**src/rtl/serial_subtractor_if.sv**
```systemverilog
// Start/done handshake and operand/result bus for serial_subtractor.
// Optional `sub` select exists only when ADDSUB_MODE_EN is defined.
interface serial_subtractor_if #(
  parameter int unsigned WIDTH = 8
);
  logic             start;
  logic [WIDTH-1:0] a;
  logic [WIDTH-1:0] b;
`ifdef ADDSUB_MODE_EN
  logic             sub;
`endif
  logic             busy;
  logic             done;
  logic [WIDTH-1:0] diff;
  logic             borrow;

  modport master (
    output start, a, b,
`ifdef ADDSUB_MODE_EN
    output sub,
`endif
    input  busy, done, diff, borrow
  );

  modport slave (
    input  start, a, b,
`ifdef ADDSUB_MODE_EN
    input  sub,
`endif
    output busy, done, diff, borrow
  );
endinterface

```
**src/rtl/serial_subtractor.sv**
```systemverilog
// Bit-serial LSB-first subtractor: one full-subtractor cell iterated over WIDTH cycles.
// ADDSUB_MODE_EN adds a captured `sub` select (0 = add, borrow carries carry-out).
module serial_subtractor #(
  parameter int unsigned WIDTH = 8
) (
  input logic                clk,
  input logic                rst_n,
  serial_subtractor_if.slave bus
);
  localparam int unsigned CW = $clog2(WIDTH) + 1;

  typedef enum logic [1:0] {IDLE, SHIFT, DONE} state_t;

  state_t           state_q, state_d;
  logic [WIDTH-1:0] a_sr_q, a_sr_d;
  logic [WIDTH-1:0] b_sr_q, b_sr_d;
  logic [WIDTH-1:0] d_sr_q, d_sr_d;
  logic [WIDTH-1:0] diff_q, diff_d;
  logic [CW-1:0]    cnt_q, cnt_d;
  logic             bff_q, bff_d;
  logic             borrow_q, borrow_d;
  logic             busy_q, busy_d;
  logic             done_q, done_d;
  logic             sub_q;
  logic             ai, bi, cell_d, cell_out;

`ifdef ADDSUB_MODE_EN
  logic sub_d;
`else
  assign sub_q = 1'b1;
`endif

  // Full-subtractor / full-adder cell on the current LSBs
  always_comb begin
    ai     = a_sr_q[0];
    bi     = b_sr_q[0];
    cell_d = ai ^ bi ^ bff_q;
    if (sub_q) cell_out = (~ai & bi) | (~(ai ^ bi) & bff_q);
    else       cell_out = (ai & bi) | (bff_q & (ai ^ bi));
  end

  always_comb begin
    state_d  = state_q;
    a_sr_d   = a_sr_q;
    b_sr_d   = b_sr_q;
    d_sr_d   = d_sr_q;
    diff_d   = diff_q;
    cnt_d    = cnt_q;
    bff_d    = bff_q;
    borrow_d = borrow_q;
    busy_d   = 1'b0;
    done_d   = 1'b0;
`ifdef ADDSUB_MODE_EN
    sub_d    = sub_q;
`endif
    case (state_q)
      IDLE, DONE: begin
        // Accept from IDLE or back-to-back from DONE
        if (bus.start) begin
          a_sr_d  = bus.a;
          b_sr_d  = bus.b;
          bff_d   = 1'b0;
          cnt_d   = '0;
          busy_d  = 1'b1;
          state_d = SHIFT;
`ifdef ADDSUB_MODE_EN
          sub_d   = bus.sub;
`endif
        end else begin
          state_d = IDLE;
        end
      end
      SHIFT: begin
        a_sr_d = a_sr_q >> 1;
        b_sr_d = b_sr_q >> 1;
        d_sr_d = {cell_d, d_sr_q[WIDTH-1:1]};
        bff_d  = cell_out;
        cnt_d  = cnt_q + CW'(1);
        if (cnt_q == CW'(WIDTH - 1)) begin
          diff_d   = {cell_d, d_sr_q[WIDTH-1:1]};
          borrow_d = cell_out;
          done_d   = 1'b1;
          state_d  = DONE;
        end else begin
          busy_d = 1'b1;
        end
      end
      default: state_d = IDLE;
    endcase
  end

  always_ff @(posedge clk) begin
    if (!rst_n) begin
      state_q  <= IDLE;
      a_sr_q   <= '0;
      b_sr_q   <= '0;
      d_sr_q   <= '0;
      diff_q   <= '0;
      cnt_q    <= '0;
      bff_q    <= 1'b0;
      borrow_q <= 1'b0;
      busy_q   <= 1'b0;
      done_q   <= 1'b0;
`ifdef ADDSUB_MODE_EN
      sub_q    <= 1'b1;
`endif
    end else begin
      state_q  <= state_d;
      a_sr_q   <= a_sr_d;
      b_sr_q   <= b_sr_d;
      d_sr_q   <= d_sr_d;
      diff_q   <= diff_d;
      cnt_q    <= cnt_d;
      bff_q    <= bff_d;
      borrow_q <= borrow_d;
      busy_q   <= busy_d;
      done_q   <= done_d;
`ifdef ADDSUB_MODE_EN
      sub_q    <= sub_d;
`endif
    end
  end

  assign bus.busy   = busy_q;
  assign bus.done   = done_q;
  assign bus.diff   = diff_q;
  assign bus.borrow = borrow_q;
endmodule

```
**src/flat_wrapper.sv**
```systemverilog
// flat-port wrapper written by rule: the top's interface ports become plain ports
module serial_subtractor_flat 
#(
  parameter int unsigned WIDTH = 8
)
  (clk, rst_n, bus_start, bus_a, bus_b, bus_busy, bus_done, bus_diff, bus_borrow);
  serial_subtractor_if #(.WIDTH(WIDTH)) bus_i ();
  input logic clk;
  input logic rst_n;
  input wire logic [$bits(bus_i.start)-1:0] bus_start;
  input wire logic [$bits(bus_i.a)-1:0] bus_a;
  input wire logic [$bits(bus_i.b)-1:0] bus_b;
  output wire logic [$bits(bus_i.busy)-1:0] bus_busy;
  output wire logic [$bits(bus_i.done)-1:0] bus_done;
  output wire logic [$bits(bus_i.diff)-1:0] bus_diff;
  output wire logic [$bits(bus_i.borrow)-1:0] bus_borrow;
  assign bus_i.start = bus_start;
  assign bus_i.a = bus_a;
  assign bus_i.b = bus_b;
  assign bus_busy = bus_i.busy;
  assign bus_done = bus_i.done;
  assign bus_diff = bus_i.diff;
  assign bus_borrow = bus_i.borrow;
  serial_subtractor #(.WIDTH(WIDTH)) u_core (.clk(clk), .rst_n(rst_n), .bus(bus_i));
endmodule
```
**config.mk**
```make
export PLATFORM = sky130hd
export DESIGN_NAME = serial_subtractor_flat
export DESIGN_NICKNAME = d
export VERILOG_FILES = /design/src/rtl/serial_subtractor_if.sv /design/src/rtl/serial_subtractor.sv /design/src/flat_wrapper.sv
export SDC_FILE = /design/constraint.sdc
export NUM_CORES = 1
export LEC_CHECK = 0
export BUFFER_PORTS_ARGS = -buffer_cell sky130_fd_sc_hd__buf_2
export CAP_MARGIN = 20
export CORE_ASPECT_RATIO = 0.7
export CORE_MARGIN = 2
export CORE_UTILIZATION = 40
export DETAILED_ROUTE_END_ITERATION = 12
export SLEW_MARGIN = 20
export SYNTH_ARGS = -nofsm -noshare
export SYNTH_HDL_FRONTEND = slang
export SYNTH_SLANG_ARGS = --single-unit
```
**constraint.sdc**
```tcl
create_clock -name clk -period 1.5 [get_ports clk]
set_input_delay 0.3 -clock clk [delete_from_list [all_inputs] [get_ports clk]]
set_output_delay 0.3 -clock clk [all_outputs]
set_load 0.02 [all_outputs]
```
## After elaboration in Yosys (flattened, before gate mapping)

Cells that the tools add are included.

- $add $sub $neg: 1
- Eq/ne operators: 5
- Mux-type cells: 15
- Bitwise operators: 7
- Reduce and logical (&&, ||, !) cells: 6

Operator list:

| cell | number |
|---|---|
| 8-bit case mux with 2 select lines | 2 |
| 8-bit 2-to-1 mux | 2 |
| 4-bit case mux with 2 select lines | 1 |
| 2-bit AND reduction | 3 |
| 1-bit 2-to-1 mux | 5 |
| 4-bit by 1-bit adder with 4-bit output (second input constant) | 1 |
| 4-bit by 3-bit equality test with 1-bit output (second input constant) | 1 |
| 4-bit 2-to-1 mux | 1 |
| 1-bit case mux with 2 select lines | 2 |
| 2-bit case mux with 2 select lines | 1 |
| 1-bit bitwise AND | 2 |
| 2-bit by 1-bit equality test with 1-bit output (second input constant) | 1 |
| 2-bit equality test (second input constant) | 1 |
| 2-bit logical NOT | 1 |
| 2-bit 2-to-1 mux | 1 |
| 2-bit by 1-bit inequality test with 1-bit output (second input constant) | 1 |
| 2-bit inequality test (second input constant) | 1 |
| 1-bit NOT | 2 |
| 2-bit nonzero test | 1 |
| 2-bit OR reduction | 1 |
| 1-bit bitwise XOR | 2 |
| 1-bit OR | 1 |

- Flip-flop bits (word level): 42
- Input bits: 19
- Output and inout bits: 11
- Logic and storage cells: 44

## Logic depth before layout (Yosys ltp)

- Depth after elaboration: 5
- Gate-level depth with buffers: 5
- Gate-level depth less buffers: 4

## Worst setup path after synthesis

Ideal clock, no wire load.

- Path type: register to register
- Start: register u_core.cnt_q[0]
- End: register u_core.borrow_q (netlist: u_core.bus.borrow)
- Setup time: 0.072 ns
- Arrival: 1.081 ns
- Data required time: 1.428 ns
- Slack: 0.347 ns
- Cell stages (with the launch flop): 5
- Buffers on the path: 0
- Clock period less this slack: 1.153 ns
- Path through: dfxtp_1 ha_1 nand3b_2 nor2_8 mux2i_1

- Cells in the longest elaborated chain, start to end: 2

RTL lines:

| element | RTL line | text |
|---|---|---|
| start, declared | serial_subtractor.sv:19 | `logic [CW-1:0] cnt_q, cnt_d;` |
| start signal, assigned | serial_subtractor.sv:113 | `cnt_q <= cnt_d;` |
| 4-bit by 3-bit equality test with 1-bit output | serial_subtractor.sv:79 | `if (cnt_q == CW'(WIDTH - 1)) begin` |
| 2-bit AND reduction (no line) | -- |  |
| end signal, assigned | serial_subtractor.sv:115 | `borrow_q <= borrow_d;` |
| end, declared | serial_subtractor.sv:21 | `logic borrow_q, borrow_d;` |

Every way passes these cells.
A chain may end at the register's enable or synchronous reset.

## Worst setup path in the final report

- Start: register u_core.cnt_q[0]
- End: register u_core.diff_q[2] (netlist: u_core.bus.diff[2])

- Cells in the longest elaborated chain, start to end: 2

RTL lines:

| element | RTL line | text |
|---|---|---|
| 4-bit by 3-bit equality test with 1-bit output | serial_subtractor.sv:79 |  |
| 2-bit AND reduction (no line) | -- |  |
| end signal, assigned | serial_subtractor.sv:112 | `diff_q <= diff_d;` |
| end, declared | serial_subtractor.sv:18 | `logic [WIDTH-1:0] diff_q, diff_d;` |

Every way passes these cells.

==> flow_summary_export.csv <==
group,metric,value,unit
timing,slew_viol_final,0,
placed_design,dp_hpwl,2.30,mm
run_status,status,"complete, no violations",
yosys,ys_seq_elements,41,
detailed_routing,dr.pass1.iters,5,
grt,grt_pass1_wl,5.51,mm
die,initial_core_util,0.422,
worst_setup_path,timing.rr.end,"u_core.bus.diff[2]",
clock_network,cts-root-buf,"clkbuf_8",
timing,setup_viol,0,
clock_network,cts_hold_buf,0,
worst_setup_path,crit_fanout,9,
power,power_leakage,0.771,nW
worst_setup_path,critical_path.top_delay_family,"simple AND/OR/NAND/NOR gates",
job,maxCapViolations,0,
cells_and_area,diodes,0,
grt,grt_util_all_layers,0.154,
detailed_routing,vias_per_cell,5.13,
clock_network,cts_buffers,5,
detailed_routing,remaining_drc_errors,0,
timing,finalCriticalPeriod,1.37,ns
clock_network,cts_tree,"built",
power,p_per_area,1170,nW/um2
clock_network,clock_latency,0.29,ns
worst_hold_path,holdPathStages,3,
worst_setup_path,worstSetupPathType,"flop to flop",
timing,hold_slack,0.245,ns
die,dieArea,4730,um2
worst_setup_path,r2r-start,"u_core.cnt_q[0]",
timing,clock.fmax,731,MHz
placed_design,numPortBuffers,29,
yosys,ys_warn_count,0,
worst_setup_path,cp_cell_sequence,"ha_1 > nand3b_2 > nor2_8 > mux2i_1",
worst_setup_path,cp_num_buf_inv,0,
timing,max_slew_margin,0.742,
timing,final.setup.tns,0,ns
yosys,yosysMostFrequentCell,"dfxtp_1",
detailed_routing,postRouteAntennaNets,0,
yosys,yosysSeqAreaShare,0.490,
yosys,synth_async_sr_flop_share,0,
clock_network,postCtsSetupBuffers,0,
worst_setup_path,worst_setup_path_end_kind,"flop",
clock_network,cts.repair.resized,0,
worst_setup_path,crit_slowest_cell,"dfxtp_1",
power,ir_drop,0.570,mV
clock_network,cts.sinks,41,
cells_and_area,final_core_utilization,0.496,
clock_network,cts.reportedPaths.clkPinSlew,0.08,ns
cells_and_area,drive_gt1_frac,0.233,
cells_and_area,syn_to_final_growth,17.5,%
grt,first_global_vias,1266,
timing,fin_skew,0.00959,ns
yosys,netlist.area_leader.share,0.490,
yosys,synth-edff-count,0,
detailed_routing,routed_wl,3.32,mm
die,die_h,58.1,um
timing,worst_slew_pin_slew,0.387,ns
yosys,synth_area,1680,um2
worst_hold_path,holdCritPathClass,"input port to flop",
die,num_rows,19,
yosys,synth_nets,205,
worst_setup_path,worstPathRequired,1.72,ns
yosys,synth_top_cell_by_area,"dfxtp_1",
cells_and_area,fin_area,1970,um2
worst_setup_path,worstPathArrival,1.59,ns
die,die_w,81.4,um
placed_design,post_dp_cell_area,1850,um2
worst_hold_path,min-delay-start,"bus_b[7]",
detailed_routing,drt-wirelength-per-cell,12.4,um
power,total_power,2.29,mW
clock_network,htreeDepth,2,
yosys,yosys-top-cells-area,"dfxtp_1 49%, a21oi_1 8.4%, nand2_1 7.6%",
timing,min_period_over_period,0.912,
die,io_pins,30,
detailed_routing,num_vias,1371,
grt,grt_antenna_before_repair,0,
timing,rsz0062_at_grt,"no",
grt,grt_max_degree,32,
cells_and_area,finalNetCount,235,
worst_setup_path,reg2regPathDepth,4,
clock_network,clockBufferDepth,2,
worst_setup_path,slowest_delay,0.38,ns
yosys,ys_top_cells_by_count,"41 x dfxtp_1, 34 x nand2_1, 28 x a21oi_1, 20 x nand3_1, 14 x a22oi_1",
worst_setup_path,cp-start-kind,"flop",
die,core_area,3970,um2
grt,grt_overflow,0,
detailed_routing,drt_iter0_markers,84,
yosys,avgSynthCellArea,9.11,um2
worst_hold_path,min_to,"u_core.b_sr_q[7]",
yosys,ys.flop_type,"dfxtp_1",
yosys,syn_inst,184,
yosys,synthDistinctLibCells,22,
worst_setup_path,r2r_slack,0.13,ns
placed_design,place_congestion,0.754,
timing,finalHoldViolations,0,
[layout make-up]
class	count	area, um2
flip-flops and latches	41	821
fillers	378	2000
clock inverters	2	37.5
multi-input cells	125	738
well taps	52	65.1
clock buffers	6	82.6
inverters	3	11.3
repair buffers	38	213
[metal layers]
metal,track usage,share of wire,wire length [um],up-vias
met2,0.238,0.46,1520,42
met5,0,0,0,-
met3,0.0623,0.063,209,2
met4,0.0581,0.0042,14,0
li1,-,-,-,694
met1,0.195,0.47,1570,633
[tightest hold or removal path: stages]
cell and delay (ns):
buf_2 0.10, nand2_1 0.04, a21oi_1 0.05
[state kept, by name, summed over array words and instances, names as in the netlist]
name               cells
u_core.cnt_q           4
u_core.bus.busy        1
u_core.bus.diff        8
u_core.a_sr_q          8
u_core.state_q         2
u_core.bus.borrow      1
u_core.bff_q           1
u_core.d_sr_q          7
u_core.b_sr_q          8
u_core.bus.done        1
[cells by family (layout without fill, tap and decap cells)]
family	after synthesis	in the layout	synth area share
AO/OA/AOI/OAI	43	43	0.154
AND/OR/NAND/NOR	69	69	0.199
flip-flops	41	41	0.490
buffers and inverters	18	49	0.0695
adder cells (fa/ha/maj)	2	2	0.0194
multiplexers	11	11	0.0687
[power by group]
part           switching, mW  internal [mW]  total (mW)
Clock                  0.381          0.541       0.922
Combinational          0.132         0.0896       0.222
Sequential            0.0227           1.13        1.15
Total                  0.536           1.76        2.29
[worst max path at each step]
stage	start	to	cells after the start
global placement	u_core.cnt_q[0]	u_core.bus.diff[0]	4
global route	u_core.cnt_q[0]	u_core.bus.diff[2]	4
floorplan	u_core.cnt_q[0]	u_core.bus.borrow	4
detailed placement	u_core.cnt_q[0]	u_core.bus.diff[2]	4
CTS	u_core.cnt_q[0]	u_core.bus.diff[2]	4
finish	u_core.cnt_q[0]	u_core.bus.diff[2]	4
[metrics by stage]
stage | setup WS (ns) | std cells
after global routing | 0.0388 | 267
after global placement | 0.192 | 259
after floorplan | 0.347 | 184
final | 0.132 | 267
after detailed placement | 0.134 | 259
after CTS | 0.117 | 267
[layout by cell type, fill, tap and decap left out, drive strengths merged]
cell / instances
inv: 3
a21oi: 28
nand2: 34
dfxtp: 41
nand2b: 6
fa: 1
a22oi: 14
nand4: 1
bufinv: 1
nand3b: 1
clkbuf: 6
nor2b: 2
nor2: 3
ha: 1
buf: 38
a211oi: 1
mux2: 1
nor3: 2
mux2i: 10
nand3: 20
clkinvlp: 1
Note: power is estimated with default switching activity, not from simulation.
